**src/rtl/phase_accumulate.sv**
```systemverilog
// Multi-channel phase-difference extractor: per-packet deltas vs channel 0, averaged over RUNS packets.
// Optional per-channel frequency agreement check enabled by defining PHASE_ACCUMULATE_FREQ_CHECK_EN.
module phase_accumulate #(
  parameter int CHANNELS = 4,
  parameter int RUNS     = 8,
  parameter int MAG_MIN  = 0,
  parameter int FREQ_TOL = 256
) (
  input  logic                        clk,
  input  logic                        reset,
  input  logic                        sink_sop,
  input  logic                        sink_eop,
  input  logic                        sink_valid,
  output logic                        sink_ready,
  input  logic signed [31:0]          sink_freq,
  input  logic signed [31:0]          sink_mag,
  input  logic signed [31:0]          sink_phase,
  output logic                        source_sop,
  output logic                        source_eop,
  output logic                        source_valid,
  input  logic                        source_ready,
  output logic [$clog2(CHANNELS)-1:0] source_channel,
  output logic signed [31:0]          source_delta,
  output logic signed [31:0]          source_mag,
  output logic signed [31:0]          source_freq,
  output logic                        error,
  output logic                        reject
);

  localparam int DATA_W    = 32;
  localparam int LOG2_RUNS = $clog2(RUNS);
  localparam int ACC_W     = DATA_W + LOG2_RUNS;
  localparam int CH_W      = $clog2(CHANNELS);
  localparam int CNT_W     = $clog2(CHANNELS + 1);
  localparam int RC_W      = $clog2(RUNS + 1);

  localparam logic [1:0] S_WAIT_SOP = 2'd0;
  localparam logic [1:0] S_COLLECT  = 2'd1;
  localparam logic [1:0] S_EMIT     = 2'd2;

  localparam logic [CNT_W-1:0] CNT_FULL = CNT_W'(CHANNELS);
  localparam logic [CNT_W-1:0] CNT_LAST = CNT_W'(CHANNELS - 1);
  localparam logic [RC_W-1:0]  RC_LAST  = RC_W'(RUNS - 1);
  localparam logic [CH_W-1:0]  CH_LAST  = CH_W'(CHANNELS - 1);

  localparam logic signed [DATA_W-1:0] MAG_MIN_S  = DATA_W'(MAG_MIN);
  localparam logic signed [DATA_W:0]   FREQ_TOL_S = (DATA_W + 1)'(FREQ_TOL);

`ifdef PHASE_ACCUMULATE_FREQ_CHECK_EN
  localparam bit FREQ_CHECK = 1'b1;
`else
  localparam bit FREQ_CHECK = 1'b0;
`endif

  // Fold a raw difference of two (-180,+180] phases back into (-180,+180].
  function automatic logic signed [DATA_W-1:0] wrap_delta(input logic signed [DATA_W:0] d);
    logic signed [DATA_W:0] w;
    if (d > 33'sd46080)
      w = d - 33'sd92160;
    else if (d <= -33'sd46080)
      w = d + 33'sd92160;
    else
      w = d;
    return DATA_W'(w);
  endfunction

  function automatic logic signed [DATA_W-1:0] run_average(input logic signed [ACC_W-1:0] sum);
    return DATA_W'(sum >>> LOG2_RUNS);
  endfunction

  logic [1:0]                state_q, state_d;
  logic [CNT_W-1:0]          cnt_q, cnt_d;
  logic [RC_W-1:0]           run_cnt_q, run_cnt_d;
  logic signed [DATA_W-1:0]  phase0_q, phase0_d;
  logic signed [DATA_W-1:0]  freq0_q, freq0_d;
  logic signed [DATA_W-1:0]  stage_delta_q [CHANNELS];
  logic signed [DATA_W-1:0]  stage_delta_d [CHANNELS];
  logic signed [DATA_W-1:0]  stage_mag_q [CHANNELS];
  logic signed [DATA_W-1:0]  stage_mag_d [CHANNELS];
  logic                      mag_bad_q, mag_bad_d;
  logic                      freq_bad_q, freq_bad_d;
  logic                      commit_q, commit_d;
  logic signed [ACC_W-1:0]   acc_delta_q [CHANNELS];
  logic signed [ACC_W-1:0]   acc_delta_d [CHANNELS];
  logic signed [ACC_W-1:0]   acc_mag_q [CHANNELS];
  logic signed [ACC_W-1:0]   acc_mag_d [CHANNELS];
  logic signed [ACC_W-1:0]   acc_freq_q, acc_freq_d;
  logic                      src_valid_q, src_valid_d;
  logic                      src_sop_q, src_sop_d;
  logic                      src_eop_q, src_eop_d;
  logic [CH_W-1:0]           src_ch_q, src_ch_d;
  logic signed [DATA_W-1:0]  src_delta_q, src_delta_d;
  logic signed [DATA_W-1:0]  src_mag_q, src_mag_d;
  logic signed [DATA_W-1:0]  src_freq_q, src_freq_d;
  logic                      error_q, error_d;
  logic                      reject_q, reject_d;

  logic                      beat_acc;
  logic signed [DATA_W:0]    phase_diff;
  logic signed [DATA_W:0]    freq_diff;
  logic signed [DATA_W-1:0]  beat_delta;
  logic                      mag_low;
  logic                      freq_far;
  logic                      load_en;
  logic [CH_W-1:0]           emit_idx;

  assign sink_ready     = !reset && (state_q != S_EMIT);
  assign source_valid   = src_valid_q;
  assign source_sop     = src_sop_q;
  assign source_eop     = src_eop_q;
  assign source_channel = src_ch_q;
  assign source_delta   = src_delta_q;
  assign source_mag     = src_mag_q;
  assign source_freq    = src_freq_q;
  assign error          = error_q;
  assign reject         = reject_q;

  assign beat_acc   = sink_valid && sink_ready;
  assign phase_diff = (DATA_W + 1)'(sink_phase) - (DATA_W + 1)'(phase0_q);
  assign freq_diff  = (DATA_W + 1)'(sink_freq) - (DATA_W + 1)'(freq0_q);
  assign beat_delta = wrap_delta(phase_diff);
  assign mag_low    = sink_mag < MAG_MIN_S;
  assign freq_far   = FREQ_CHECK && ((freq_diff > FREQ_TOL_S) || (freq_diff < -FREQ_TOL_S));

  always_comb begin
    state_d       = state_q;
    cnt_d         = cnt_q;
    run_cnt_d     = run_cnt_q;
    phase0_d      = phase0_q;
    freq0_d       = freq0_q;
    stage_delta_d = stage_delta_q;
    stage_mag_d   = stage_mag_q;
    mag_bad_d     = mag_bad_q;
    freq_bad_d    = freq_bad_q;
    commit_d      = 1'b0;
    acc_delta_d   = acc_delta_q;
    acc_mag_d     = acc_mag_q;
    acc_freq_d    = acc_freq_q;
    src_valid_d   = src_valid_q;
    src_sop_d     = src_sop_q;
    src_eop_d     = src_eop_q;
    src_ch_d      = src_ch_q;
    src_delta_d   = src_delta_q;
    src_mag_d     = src_mag_q;
    src_freq_d    = src_freq_q;
    error_d       = 1'b0;
    reject_d      = 1'b0;
    load_en       = 1'b0;
    emit_idx      = '0;

    // Accumulate stage: the packet staged by the previous eop beat
    if (commit_q) begin
      for (int i = 0; i < CHANNELS; i++) begin
        acc_delta_d[i] = acc_delta_q[i] + ACC_W'(stage_delta_q[i]);
        acc_mag_d[i]   = acc_mag_q[i] + ACC_W'(stage_mag_q[i]);
      end
      acc_freq_d = acc_freq_q + ACC_W'(freq0_q);
      run_cnt_d  = run_cnt_q + 1'b1;
    end

    case (state_q)
      S_WAIT_SOP, S_COLLECT: begin
        if (beat_acc) begin
          if (sink_sop) begin
            // A sop always restarts collection, abandoning any partial packet.
            error_d          = (state_q == S_COLLECT) || sink_eop;
            phase0_d         = sink_phase;
            freq0_d          = sink_freq;
            stage_delta_d[0] = '0;
            stage_mag_d[0]   = sink_mag;
            mag_bad_d        = mag_low;
            freq_bad_d       = 1'b0;
            if (sink_eop) begin
              state_d = S_WAIT_SOP;
              cnt_d   = '0;
            end else begin
              state_d = S_COLLECT;
              cnt_d   = CNT_W'(1);
            end
          end else if ((state_q == S_WAIT_SOP) || (cnt_q == CNT_FULL)) begin
            error_d = 1'b1;
            state_d = S_WAIT_SOP;
            cnt_d   = '0;
          end else begin
            for (int i = 0; i < CHANNELS; i++) begin
              if (CNT_W'(i) == cnt_q) begin
                stage_delta_d[i] = beat_delta;
                stage_mag_d[i]   = sink_mag;
              end
            end
            mag_bad_d  = mag_bad_q | mag_low;
            freq_bad_d = freq_bad_q | freq_far;
            cnt_d      = cnt_q + 1'b1;
            if (sink_eop) begin
              cnt_d   = '0;
              state_d = S_WAIT_SOP;
              if (cnt_q != CNT_LAST)
                error_d = 1'b1;
              else if (mag_bad_q || mag_low || freq_bad_q || freq_far)
                reject_d = 1'b1;
              else begin
                commit_d = 1'b1;
                if (run_cnt_q == RC_LAST)
                  state_d = S_EMIT;
              end
            end
          end
        end
      end

      S_EMIT: begin
        if (commit_q) begin
          load_en  = 1'b1;
          emit_idx = '0;
        end else if (src_valid_q && source_ready) begin
          if (src_ch_q == CH_LAST) begin
            src_valid_d = 1'b0;
            src_sop_d   = 1'b0;
            src_eop_d   = 1'b0;
            for (int i = 0; i < CHANNELS; i++) begin
              acc_delta_d[i] = '0;
              acc_mag_d[i]   = '0;
            end
            acc_freq_d = '0;
            run_cnt_d  = '0;
            state_d    = S_WAIT_SOP;
          end else begin
            load_en  = 1'b1;
            emit_idx = src_ch_q + 1'b1;
          end
        end
      end

      default: state_d = S_WAIT_SOP;
    endcase

    // Output word register: averages come from the post-accumulate sums
    if (load_en) begin
      src_valid_d = 1'b1;
      src_ch_d    = emit_idx;
      src_sop_d   = (emit_idx == '0);
      src_eop_d   = (emit_idx == CH_LAST);
      src_freq_d  = run_average(acc_freq_d);
      for (int i = 0; i < CHANNELS; i++) begin
        if (CH_W'(i) == emit_idx) begin
          src_delta_d = run_average(acc_delta_d[i]);
          src_mag_d   = run_average(acc_mag_d[i]);
        end
      end
    end
  end

  always_ff @(posedge clk) begin
    if (reset) begin
      state_q     <= S_WAIT_SOP;
      cnt_q       <= '0;
      run_cnt_q   <= '0;
      phase0_q    <= '0;
      freq0_q     <= '0;
      mag_bad_q   <= 1'b0;
      freq_bad_q  <= 1'b0;
      commit_q    <= 1'b0;
      for (int i = 0; i < CHANNELS; i++) begin
        stage_delta_q[i] <= '0;
        stage_mag_q[i]   <= '0;
        acc_delta_q[i]   <= '0;
        acc_mag_q[i]     <= '0;
      end
      acc_freq_q  <= '0;
      src_valid_q <= 1'b0;
      src_sop_q   <= 1'b0;
      src_eop_q   <= 1'b0;
      src_ch_q    <= '0;
      src_delta_q <= '0;
      src_mag_q   <= '0;
      src_freq_q  <= '0;
      error_q     <= 1'b0;
      reject_q    <= 1'b0;
    end else begin
      state_q       <= state_d;
      cnt_q         <= cnt_d;
      run_cnt_q     <= run_cnt_d;
      phase0_q      <= phase0_d;
      freq0_q       <= freq0_d;
      mag_bad_q     <= mag_bad_d;
      freq_bad_q    <= freq_bad_d;
      commit_q      <= commit_d;
      stage_delta_q <= stage_delta_d;
      stage_mag_q   <= stage_mag_d;
      acc_delta_q   <= acc_delta_d;
      acc_mag_q     <= acc_mag_d;
      acc_freq_q    <= acc_freq_d;
      src_valid_q   <= src_valid_d;
      src_sop_q     <= src_sop_d;
      src_eop_q     <= src_eop_d;
      src_ch_q      <= src_ch_d;
      src_delta_q   <= src_delta_d;
      src_mag_q     <= src_mag_d;
      src_freq_q    <= src_freq_d;
      error_q       <= error_d;
      reject_q      <= reject_d;
    end
  end

endmodule

```
**config.mk**
```make
export PLATFORM = sky130hd
export DESIGN_NAME = phase_accumulate
export DESIGN_NICKNAME = d
export VERILOG_FILES = /design/src/rtl/phase_accumulate.sv
export SDC_FILE = /design/constraint.sdc
export NUM_CORES = 2
export LEC_CHECK = 0
export CAP_MARGIN = 20
export CORE_ASPECT_RATIO = 1.75
export CORE_MARGIN = 3
export CORE_UTILIZATION = 58
export CTS_CLUSTER_DIAMETER = 100
export DETAILED_ROUTE_END_ITERATION = 8
export PLACE_DENSITY = 0.73
export SLEW_MARGIN = 20
export SYNTH_ARGS = -nofsm -noshare
export SYNTH_HDL_FRONTEND = slang
export SYNTH_SLANG_ARGS = --single-unit
```
**constraint.sdc**
```tcl
create_clock -name clk -period 6.6 [get_ports clk]
set_input_delay 1.32 -clock clk [delete_from_list [all_inputs] [get_ports clk]]
set_output_delay 1.32 -clock clk [all_outputs]
set_load 0.05 [all_outputs]
```
==> metrics.md <==
| Metric | Value |
|---|---|
| Sink Count | 749 |
| Row count | 135 |
| GR Util met2 | 0.662 |
| Layout Skew | 0.0275 ns |
| Post-cts hold buffer count | 0 |
| Number of nets at the end of the flow | 6,364 |
| Number of buffers between clock root and the deepest sink | 3 |
| CP max stage cell | sky130_fd_sc_hd__nor4_4 |
| Total CTS buffers | 74 |
| Total core area | 0.0777 mm² |
| First-pass GRT wire length | 243,000 µm |
| Die outline width | 218 µm |
| Clk Latency, worst-skew pair | 0.67 ns |
| Most instantiated flip-flop cell in the synthesis netlist | sky130_fd_sc_hd__dfxtp_1 |
| Met1 Usage GRT | 0.413 |
| Post-cts resize count | 0 |
| Post-synthesis average cell area | 7.78 µm² |
| Clock edge transition at the registers on the reported setup and hold paths | 0.06 ns |
| Commonest non-fill, non-tap cell in the layout | sky130_fd_sc_hd__nand2_1 |
| TritonCTS clock tree | built |
| Gate count of the mapped netlist | 5,854 |
| Worst Path Class, Setup | in -> reg |
| Worst-path fanout max | 9 |
| Reg2Reg Setup Slack | 1.63 ns |
| Post-synthesis to final-layout area growth | 12.1% |
| Setup Fix Bufs, Post-CTS | 0 |
| Remaining DRCs | 0 |
| Post-synthesis instance area | 0.0456 mm² |
| Setup_tns | 0 ns |
| Syn_nets | 6,315 |
| Period utilisation layout | 0.863 |
| Global-route total usage across every layer | 0.376 |
| GR Util met3 | 0.0562 |
| VDD IR-drop max | 0.234 mV |
| Vias per cell | 6.42 |
| Cell chain of the critical path | clkdlybuf4s50_1 > inv_1 > ha_1 > inv_1 > fa_1 > a211oi_2 > o21a_1 > o211ai_1 > and4b_1 > a311o_1 > xnor2_4 > nand4_2 > nor4_4 > nand3_1 > a32oi_1 > nor3_1 > a311o_1 |
| Maximum cell stage delay along the critical path | 0.59 ns |
| Maximum level of the CTS H-tree | 3 |
| Sequential share of the synthesized area | 0.329 |
| Placed Area | 0.0486 mm² |
| Maximum number of pins on one net before global-route repair | 198 |
| Detailed Place HPWL | 114,000 µm |
| I/O pin count | 206 |
| Max capacitance violation total | 0 |
| Cell Count Post-Placement | 6,854 |
| Busiest layer in global routing | met2 |
| Master cell of the clock root buffer | sky130_fd_sc_hd__clkbuf_16 |
| Number of design-rule violations left by the first detailed-router iteration | 3,688 |
| Final weighted congestion in routability-driven placement | 1.01 |
| Number of register bits inferred by synthesis | 749 |
| Remaining antenna violation count after routing | 0 |
| Shortest clock period the worst path allows after layout | 5.70 ns |
| Core occupancy in the finished layout | 0.657 |
| Leakage component of the power | 20.8 nW |
| Post-synth EDFFs | 0 |
| Commonest non-fill, non-tap cells in the layout | 797 x sky130_fd_sc_hd__nand2_1, 748 x sky130_fd_sc_hd__dfxtp_1, 717 x sky130_fd_sc_hd__a21oi_1 |
| Signal arrival time at the worst endpoint | 6.25 ns |
| Required time at the endpoint of the critical path | 7.15 ns |
| RSZ-0062 raised after global routing | no |
| Worst Hold Class | reg -> reg |
| Effective utilization at floorplan | 0.586 |
| Layout cells sized above 1 | 0.0500 |
| Pins Over Slew Limit | 0 |
| Overall via count from detail_route | 44,900 |
| Setup violators final | 0 |
| Kind of launch point of the worst setup path | input port |
| Hold Violations, Final | 0 |
| Yosys Warn Count | 0 |
| Total length of routed wires | 159,000 µm |
| Total Die Area | 0.0821 mm² |
| Status | finished clean |
| Pwr/cell area | 193 mW/mm² |
| Total of buffers placed on input and output ports | 205 |
| Initial antenna violation count | 1 |
| Asr flop ratio synth | 0 |
| Crit. End Element | flop |
| Vertical die dimension | 377 µm |
| 1st-pass router iterations | 6 |
| Slew HR | 0.183 |
| Via count of the first global-routing pass | 44,100 |
| Filler-free cell count of the finished design | 6,989 |
| Layout fillers | 6,903 |
| Achievable frequency | 176 MHz |
| Actual transition at the worst max-transition pin | 1.22 ns |
| Netlist cell types | 97 |
| Summed area of non-filler cells in the final layout | 0.0511 mm² |
| Detail-routed net length per standard cell | 22.7 µm |
| Congestion Overflow GR | 0 |
[flip-flops by register name, indices dropped and copies added, names as in the netlist, 2 cells and up]
name,flops
stage_delta_q,128
source_channel,2
stage_mag_q,128
cnt_q,3
phase0_q,32
acc_mag_q,140
source_mag,32
source_delta,32
source_freq,32
acc_freq_q,35
state_q,2
run_cnt_q,4
freq0_q,32
acc_delta_q,140
[final cells by class]
| cell class | instances | area (µm²) | share of cell area |
|---|---|---|---|
| timing repair buffer | 303 | 2840 | 0.0557 |
| inverter | 125 | 473 | 0.00926 |
| tap | 1027 | 1280 | 0.0252 |
| sequential | 749 | 15000 | 0.294 |
| antenna | 2 | 5.00 | 0.0000980 |
| clock inverter | 23 | 297 | 0.00581 |
| multi-input combinational | 4650 | 29000 | 0.567 |
| clock buffer | 110 | 2200 | 0.0431 |
[layer usage]
layer	vias to the layer above	share of wire
met5	-	0.000063
met2	1812	0.49
li1	21200	-
met1	21300	0.37
met4	2	0.079
met3	565	0.068
[critical path: cells and delay by family]
kind                     cells  cell delay, ns
adder cells (fa/ha/maj)      2            0.59
XOR/XNOR                     1            0.27
buffers and inverters        3            0.54
AO/OA/AOI/OAI                6            2.09
AND/OR/NAND/NOR              5            1.42
[synth_stat cells, types with 30 or more instances]
master                       n  area share
sky130_fd_sc_hd__xnor2_1   186       0.036
sky130_fd_sc_hd__a211oi_1  107       0.018
sky130_fd_sc_hd__buf_1      33      0.0027
sky130_fd_sc_hd__clkbuf_1  284       0.023
sky130_fd_sc_hd__o21bai_1   51      0.0084
sky130_fd_sc_hd__and3_1     96       0.013
sky130_fd_sc_hd__a22oi_1   121       0.020
sky130_fd_sc_hd__a21o_1    174       0.029
sky130_fd_sc_hd__nand4_1    39      0.0054
sky130_fd_sc_hd__nor3_1    103       0.011
sky130_fd_sc_hd__o21a_1     54      0.0089
sky130_fd_sc_hd__nor2b_1    47      0.0065
sky130_fd_sc_hd__nor2_1    592       0.049
sky130_fd_sc_hd__inv_1     124       0.010
sky130_fd_sc_hd__nand2b_1   40      0.0055
sky130_fd_sc_hd__o21ai_0   291       0.032
sky130_fd_sc_hd__nand3_1   158       0.017
sky130_fd_sc_hd__and2_1     33      0.0045
sky130_fd_sc_hd__a21oi_1   717       0.079
sky130_fd_sc_hd__xor2_1    106       0.020
sky130_fd_sc_hd__a31oi_1    80       0.011
sky130_fd_sc_hd__o211ai_1   30      0.0049
sky130_fd_sc_hd__dfxtp_1   749        0.33
sky130_fd_sc_hd__or3_1      30      0.0041
sky130_fd_sc_hd__ha_1      349       0.096
sky130_fd_sc_hd__nand2_1   802       0.066
[power by group]
group | internal [W] | switching, W
clock network | 0.00256 | 0.00195
registers | 0.00454 | 0.0000121
logic | 0.000268 | 0.000524
[path summary, 6_finish.rpt]
path | startpoint | cells after the start | endpoint
worst min register to register | phase0_q[28] | 2 | phase0_q[28]
worst max register to register | stage_mag_q[96] | 15 | acc_mag_q[139]
worst min-delay path | phase0_q[28] | 2 | phase0_q[28]
worst max-delay path | sink_phase[0] | 17 | stage_delta_q[84]
[metrics by stage]
step	power, W	hold WS (ns)	worst slack (ns)
6_report	0.00984	0.451	0.904
5_1_grt	0.0101	0.473	0.661
4_1_cts	0.00986	0.456	0.984
3_5_place_dp	0.00543	0.443	0.296
3_3_place_gp	0.00542	0.436	0.345
2_1_floorplan	0.00514	0.422	1.43
[cell families (layout without fill, tap and decap cells)]
kind of cell,after synthesis,count (layout),synth area share
compound gates,1936,1936,0.270
xor+xnor,295,295,0.0576
fa+ha+maj,359,359,0.100
buf+inv,455,561,0.0378
flops,749,749,0.329
mux,29,29,0.00645
other cells,0,2,0
simple gates,2031,2031,0.199
Power figures use the tool's default switching activity.
